File: src/rtl/cpu_pkg.sv
// Shared encodings for the Free-Board CPU multicycle sequencer.
package cpu_pkg;

  typedef enum logic [2:0] {
    ST_IDLE  = 3'd0,
    ST_FETCH = 3'd1,
    ST_LATCH = 3'd2,
    ST_EXEC  = 3'd3,
    ST_MEM   = 3'd4,
    ST_PCUPD = 3'd5,
    ST_HALT  = 3'd6
  } state_t;

  localparam logic [1:0] ITYPE_R  = 2'd0;
  localparam logic [1:0] ITYPE_I  = 2'd1;
  localparam logic [1:0] ITYPE_LS = 2'd2;
  localparam logic [1:0] ITYPE_J  = 2'd3;

  localparam logic LS_LOAD  = 1'b0;
  localparam logic LS_STORE = 1'b1;

  function automatic logic is_load(input logic [1:0] itype, input logic ls);
    return (itype == ITYPE_LS) && (ls == LS_LOAD);
  endfunction

endpackage

File: src/rtl/seq_wait_counter.sv
// Memory-latency wait counter shared by the FETCH and MEM states.
module seq_wait_counter #(
  parameter int unsigned MEM_LAT = 1
) (
  input  logic clk,
  input  logic reset,
  input  logic clear,
  input  logic hold,
  output logic done
);

  localparam int unsigned W = $clog2(MEM_LAT) + 1;
  localparam logic [W-1:0] LAST = W'(MEM_LAT - 1);

  logic [W-1:0] cnt;

  // hold outranks clear so a frozen final wait cycle is replayed intact
  always_ff @(posedge clk) begin
    if (reset) begin
      cnt <= '0;
    end else if (!hold) begin
      if (clear) cnt <= '0;
      else       cnt <= cnt + W'(1);
    end
  end

  assign done = (cnt == LAST);

endmodule

File: src/rtl/cpu_sequencer.sv
// Multicycle fetch/latch/execute/memory/PC-update control sequencer with
// display-bus freeze, halt/start control and a retired-instruction counter.
module cpu_sequencer
  import cpu_pkg::*;
#(
  parameter int unsigned MEM_LAT   = 1,
  parameter int unsigned CNT_W     = 16,
  parameter bit          START_RUN = 1'b0
) (
  input  logic             clk,
  input  logic             reset,
  input  logic             start,
  input  logic             halt_req,
  input  logic             bus_stall,
  input  logic [1:0]       instr_type,
  input  logic             load_store,
  output logic             mem_en,
  output logic             mem_write,
  output logic             addr_sel,
  output logic             mem_to_reg,
  output logic             ir_load,
  output logic             reg_we,
  output logic             pc_en,
  output logic             busy,
  output logic [2:0]       state_o,
  output logic [CNT_W-1:0] retired
);

  localparam state_t RESET_ST = START_RUN ? ST_FETCH : ST_IDLE;

  state_t state_q, state_d;
  logic   active, stall, counting, wait_done, cnt_clear;

  assign active    = (state_q == ST_FETCH) || (state_q == ST_LATCH) ||
                     (state_q == ST_EXEC)  || (state_q == ST_MEM)   ||
                     (state_q == ST_PCUPD);
  assign stall     = bus_stall && active;
  assign counting  = (state_q == ST_FETCH) || (state_q == ST_MEM);
  assign cnt_clear = !counting || wait_done;
  assign busy      = active;
  assign state_o   = state_q;

  seq_wait_counter #(
    .MEM_LAT(MEM_LAT)
  ) u_wait (
    .clk  (clk),
    .reset(reset),
    .clear(cnt_clear),
    .hold (stall),
    .done (wait_done)
  );

  always_ff @(posedge clk) begin
    if (reset) begin
      state_q <= RESET_ST;
      retired <= '0;
    end else if (!stall) begin
      state_q <= state_d;
      if (state_q == ST_PCUPD) retired <= retired + CNT_W'(1);
    end
  end

  always_comb begin
    state_d    = state_q;
    mem_en     = 1'b0;
    mem_write  = 1'b0;
    addr_sel   = 1'b0;
    mem_to_reg = 1'b0;
    ir_load    = 1'b0;
    reg_we     = 1'b0;
    pc_en      = 1'b0;

    case (state_q)
      ST_IDLE: begin
        if (start) state_d = ST_FETCH;
      end
      ST_FETCH: begin
        mem_en   = 1'b1;
        addr_sel = 1'b1;
        if (wait_done) state_d = ST_LATCH;
      end
      ST_LATCH: begin
        ir_load = 1'b1;
        state_d = ST_EXEC;
      end
      ST_EXEC: begin
        state_d = ST_PCUPD;
        case (instr_type)
          ITYPE_R, ITYPE_I: reg_we = 1'b1;
          ITYPE_LS: begin
            mem_en = 1'b1;
            if (load_store == LS_STORE) mem_write = 1'b1;
            else                        state_d   = ST_MEM;
          end
          default: ;
        endcase
      end
      ST_MEM: begin
        mem_en = 1'b1;
        if (wait_done) state_d = ST_PCUPD;
      end
      ST_PCUPD: begin
        pc_en = 1'b1;
        if (is_load(instr_type, load_store)) begin
          reg_we     = 1'b1;
          mem_to_reg = 1'b1;
        end
        state_d = halt_req ? ST_HALT : ST_FETCH;
      end
      ST_HALT: begin
        if (start) state_d = ST_FETCH;
      end
      default: state_d = ST_IDLE;
    endcase

    // display owns the bus: strobes drop, address/writeback selects stay put
    if (stall) begin
      mem_en    = 1'b0;
      mem_write = 1'b0;
      ir_load   = 1'b0;
      reg_we    = 1'b0;
      pc_en     = 1'b0;
    end
  end

endmodule
File: config.mk
export PLATFORM = sky130hd
export DESIGN_NAME = cpu_sequencer
export DESIGN_NICKNAME = d
export VERILOG_FILES = /design/src/rtl/cpu_pkg.sv /design/src/rtl/seq_wait_counter.sv /design/src/rtl/cpu_sequencer.sv
export SDC_FILE = /design/constraint.sdc
export NUM_CORES = 1
export LEC_CHECK = 0
export CORE_AREA = 2 2 52 54
export CTS_CLUSTER_DIAMETER = 50
export DETAILED_ROUTE_END_ITERATION = 10
export DIE_AREA = 0 0 54 56
export PLACE_DENSITY = 0.88
export SETUP_SLACK_MARGIN = 0.3
export SYNTH_ARGS = -nofsm -noshare
export SYNTH_HDL_FRONTEND = slang
export SYNTH_SLANG_ARGS = --single-unit
File: constraint.sdc
create_clock -name clk -period 3.6 [get_ports clk]
set_input_delay 1.08 -clock clk [delete_from_list [all_inputs] [get_ports clk]]
set_output_delay 1.08 -clock clk [all_outputs]
set_load 0.01 [all_outputs]
# Word level (Yosys, flattened, before mapping)
# Cells that the tools add are included.
[classes] mux=25 n_reduce_logical=16 n_bitwise=3 n_eq_ne=11 n_addsub=2
[op_table] cell="$mux 1" n=18
[op_table] cell="$pmux 3 s6" n=1
[op_table] cell="$add 16x1->16 const B" n=1
[op_table] cell="$mux 3" n=4
[op_table] cell="$eq 3x3->1 const B" n=3
[op_table] cell="$eq 3x2->1 const B" n=2
[op_table] cell="$logic_or 1x1->1" n=6
[op_table] cell="$reduce_or 2->1" n=3
[op_table] cell="$ne 2x2->1 const B" n=2
[op_table] cell="$pmux 1 s2" n=2
[op_table] cell="$reduce_and 4->1" n=1
[op_table] cell="$eq 3x1->1 const B" n=1
[op_table] cell="$logic_not 3->1" n=1
[op_table] cell="$not 1->1" n=3
[op_table] cell="$eq 2x1->1 const B" n=1
[op_table] cell="$eq 2x2->1 const B" n=1
[op_table] cell="$logic_and 1x1->1" n=2
[op_table] cell="$logic_not 2->1" n=1
[op_table] cell="$ne 2x1->1 const B" n=1
[op_table] cell="$reduce_and 2->1" n=1
[op_table] cell="$add 1x1->1 const B" n=1
[op_table] cell="$logic_not 1->1" n=1
[word_totals] wordCells=60 output_inout_bits=27 in_bits=8 regBits=20

# Longest topological paths before layout
[logic_depth] word_depth=8 depth_mapped=7 depth_no_buf=5

# Cells and area by module
# A second synthesis with hierarchy kept.
[hier_totals] hier_cells=138 hier_area_um2=1094.8
[modules_own_cells] mod="cpu_sequencer" area_each_um2=1056.0 cells_each=133 seq_area_each_um2=380.4 n_inst=1
[modules_own_cells] mod="seq_wait_counter" area_each_um2=38.8 cells_each=5 seq_area_each_um2=20.0 n_inst=1

# Least setup slack after synthesis
# Ideal clock, no wire load.
[synth_timing] kind="input -> output" start="input port instr_type[0]" end="output port reg_we" arrival_ns=1.918 cell_stages=4 t_required_ns=2.520 setup_slack_ns=0.602 n_path_buf=0 cell_sequence="nand2b_1 > or2_2 > o22a_1 > nor3_1"
[synth_between] elab_chain_cells=5 word_cells_on_any_way=9 classes_between="2 x eq/ne; 4 x mux; 3 x reduce/logical"
[synth_lines] item="from (decl)" line_no="cpu_sequencer.sv:15" text="input logic [1:0] instr_type,"
[synth_lines] item="$eq 2x1->1, or another cell as far along" line_no="cpu_sequencer.sv:88" text="case (instr_type)"
[synth_lines] item="$reduce_or 2->1 or $logic_and 1x1->1 (tied branches)" line_no="cpu_sequencer.sv:88, cpu_pkg.sv:23"
[synth_lines] item="$mux 1, on equally long branches" line_no="cpu_sequencer.sv:88, cpu_sequencer.sv:104"
[synth_lines] item="$pmux 1 s2 (*)" line_no="cpu_sequencer.sv:73" text="case (state_q)"
[synth_lines] item="$mux 1 (*)" line_no="cpu_sequencer.sv:117" text="if (stall) begin"
[synth_lines] item="to (decl)" line_no="cpu_sequencer.sv:22" text="output logic reg_we,"
# Mark *: on every way between the ends. The rest lies on a longest branch, timed or not.

# Final worst setup path
[layout_timing] start="input port load_store" end="output port reg_we"
[layout_between] elab_chain_cells=5
[layout_lines] item="from (decl)" line_no="cpu_sequencer.sv:16" text="input logic load_store,"
[layout_lines] item="$not 1->1" line_no="cpu_pkg.sv:23" text="return (itype == ITYPE_LS) && (ls == LS_LOAD);"
[layout_lines] item="$logic_and 1x1->1" line_no="cpu_pkg.sv:23"
[layout_lines] item="$mux 1" line_no="cpu_sequencer.sv:104" text="if (is_load(instr_type, load_store)) begin"
[layout_lines] item="$pmux 1 s2" line_no="cpu_sequencer.sv:73"
[layout_lines] item="$mux 1" line_no="cpu_sequencer.sv:117"
# No other way between the ends.

==> impl_metrics.py <==
metrics = {
    "detailed_routing": {
        "antenna_left": 0,
        "drtPass1Iterations": 4,
        "viasPerCell": 5.617,
        "wl_per_cell_um": 13.91,
        "drt_wl_total_um": 2865,
        "via_count": 1157,
        "drc": 0,
        "drt_iter0_markers": 27,
    },
    "global_routing": {
        "antenna_found_initial": 0,
        "grt_first_pass_wirelength_um": 4581,
        "grt_pass1_vias": 1057,
        "grt.overflow.total": 0,
        "grt_usage_pct": 19.48,
        "grt_max_degree": 24,
    },
    "timing": {
        "setup_violations": 0,
        "final.setup.worst_slack_ns": 0.2873,
        "min_period_ns": 3.313,
        "maxSlewViolCount": 0,
        "tightest_slew_ns": 0.7954,
        "fmax_mhz": 301.9,
        "rsz0062_at_grt": "true",
        "hold_viol_final": 0,
        "period_share_pct": 92.02,
        "clock_skew_ns": 0.002200,
        "fin_hold_ws_ns": 0.5097,
        "slew_headroom_pct": 46.80,
        "tns_ns": 0,
    },
    "clocking": {
        "cts_root_buffer": "clkbuf_4",
        "clk_pin_slew_ns": 0.10,
        "numCtsBuffers": 3,
        "clockBufferDepth": 2,
        "post_cts_hold_buffer_count": 0,
        "h-tree-depth": 1,
        "cts.sinks": 20,
        "cts_setup_buffers": 0,
        "cts_tree": "yes",
        "clock_insertion_delay_worst_skew_ns": 0.29,
    },
    "setup_path": {
        "cp-end-kind": "output pin",
        "cp.required_ns": 2.52,
        "path_class": "input pin to output pin",
        "crit_buf_inv": 2,
        "r2r_slack_ns": 1.53,
        "r2r_start": "state_o[2]",
        "cp_slowest_cell": "clkdlybuf4s50_1",
        "crit_path_cell_trace": "clkdlybuf4s50_1 -> or2_4 -> o22a_1 -> nor3_2 -> buf_2",
        "cp-start-kind": "input pin",
        "crit_path_max_incr_delay_ns": 0.43,
        "critPathTopFamily": "buffers and inverters",
        "cp-startpoint": "load_store",
        "critPathMaxFanout": 2,
        "worstPathArrival_ns": 2.23,
    },
    "logic_synthesis": {
        "synth_cell_type_count": 43,
        "synth.most_common_cell": "dfxtp_1",
        "synthTopCellsByArea": "dfxtp_1, nor2_1, a21oi_1",
        "synth.cells.most_frequent": "dfxtp_1, nor2_1, a21oi_1, nand2_1",
        "synth_top_area_share_pct": 35.28,
        "yosys_register_bits": 20,
        "synth_top_area_cell": "dfxtp_1",
        "synthCells": 140,
        "synth_edf_count": 0,
        "yosysSeqAreaShare_pct": 35.28,
        "syn-num-nets": 149,
        "synth_area_mm2": 0.001135,
        "async_reset_ff_share_pct": 0,
        "yosysWarnings": 0,
        "ys.flop_type": "dfxtp_1",
        "syn_avg_cell_area_um2": 8.106,
    },
    "floorplanning": {
        "dieWidth_um": 54,
        "pin_count": 35,
        "num_rows": 18,
        "start_util_pct": 46.66,
        "core_area_mm2": 0.002432,
        "dieHeight_um": 56,
        "die-area_mm2": 0.003024,
    },
    "min_path": {
        "hold_class": "register to register",
        "hold_start": "retired[1]",
    },
    "placed_design": {
        "dp_slack_ns": -0.3152,
        "gp_congestion": 0.7724,
        "port_buffers": 34,
        "dpl.hpwl_um": 2028,
    },
    "final_layout": {
        "drive_above_1_share_pct": 11.93,
        "final_util_pct": 64.51,
        "diodes": 0,
        "area_delta_synth_final_pct": 38.26,
        "nets": 187,
        "num-fill-cells": 219,
    },
    "run_status": {
        "outcome": "finished, final reports clean",
    },
    "power": {
        "power-per-cell-area_mw_per_mm2": 391.8,
        "leakage_nw": 0.5572,
        "ir_drop_uv": 292.5,
        "fin_total_pwr_mw": 0.6148,
    },
    "job": {
        "cap_viol_max_count": 0,
    },
}
## area by class of cell
type | instances | area, um2 | area share [%]
clock buffer | 3 | 22.52 | 1.435
inverter | 3 | 12.51 | 0.7975
multi-input combinational | 109 | 724.4 | 46.17
sequential | 20 | 400.4 | 25.52
tap | 30 | 37.54 | 2.392
timing repair buffer | 41 | 371.6 | 23.68
## registers in the layout, indices dropped and copies added, names as in the netlist
register    cells
retired        16
state_o         3
u_wait.cnt      1
## cells by family (layout without fill, tap and decap cells)
group                    after synthesis  after routing  share of synthesized area, %
AO/OA/AOI/OAI                         25             25                         15.33
XOR/XNOR                               9              9                         6.945
adder cells (fa/ha/maj)                1              1                         1.102
buffers and inverters                 11             47                         4.079
flip-flops                            20             20                         35.28
multiplexers                           2              2                         1.984
AND/OR/NAND/NOR                       72             72                         35.28
## path summary, 6_finish.rpt
path	to	depth (start not counted)
worst min-delay path	retired[1]	2
worst min register to register	retired[1]	2
worst max register to register	retired[13]	5
worst max-delay path	reg_we	5
## timing repair
item,4_1_cts,5_1_grt
gates cloned,0,0
endpoints found under the setup margin,6,2
pin swaps,1,0
gates resized for setup,20,4
## worst min-delay path: stages (launching register included)
cell and delay (ns):
dfxtp_1 0.35, nand2_1 0.07, a21oi_1 0.06
## stage by stage
stage,instance area [um2],cells
finish,1569,206
global route,1569,206
CTS,1555,206
detailed placement,1531,203
global placement,1531,203
floorplan,1135,140
## routing by layer
metal / GRT usage [%] / vias to the layer above / wire [um]
li1: - / 582 / -
met1: 23.83 / 540 / 1245
met2: 34.49 / 33 / 1440
met3: 3.226 / 2 / 159
met4: 4.286 / 0 / 19
met5: 0 / - / 0
## power breakdown
part | internal [mW] | leakage [nW] | switching (mW) | total [mW]
clock network | 0.0390 | 0.0138 | 0.0637 | 0.103
logic | 0.118 | 0.382 | 0.112 | 0.229
registers | 0.232 | 0.162 | 0.0505 | 0.283
total | 0.389 | 0.557 | 0.226 | 0.615
## cells in the final DEF, fill, tap and decap left out, types with 4 or more instances in the layout
cell type and count:
nor3_1 5, nand3_1 6, dlygate4sd2_1 5, nor2_1 16, dfxtp_1 20, a21oi_1 10
nand2b_1 6, nand4_1 4, nand2_1 10, clkdlybuf4s50_1 25, xnor2_1 5, buf_4 7
xor2_1 4
Note: power is estimated with default switching activity, not from simulation.
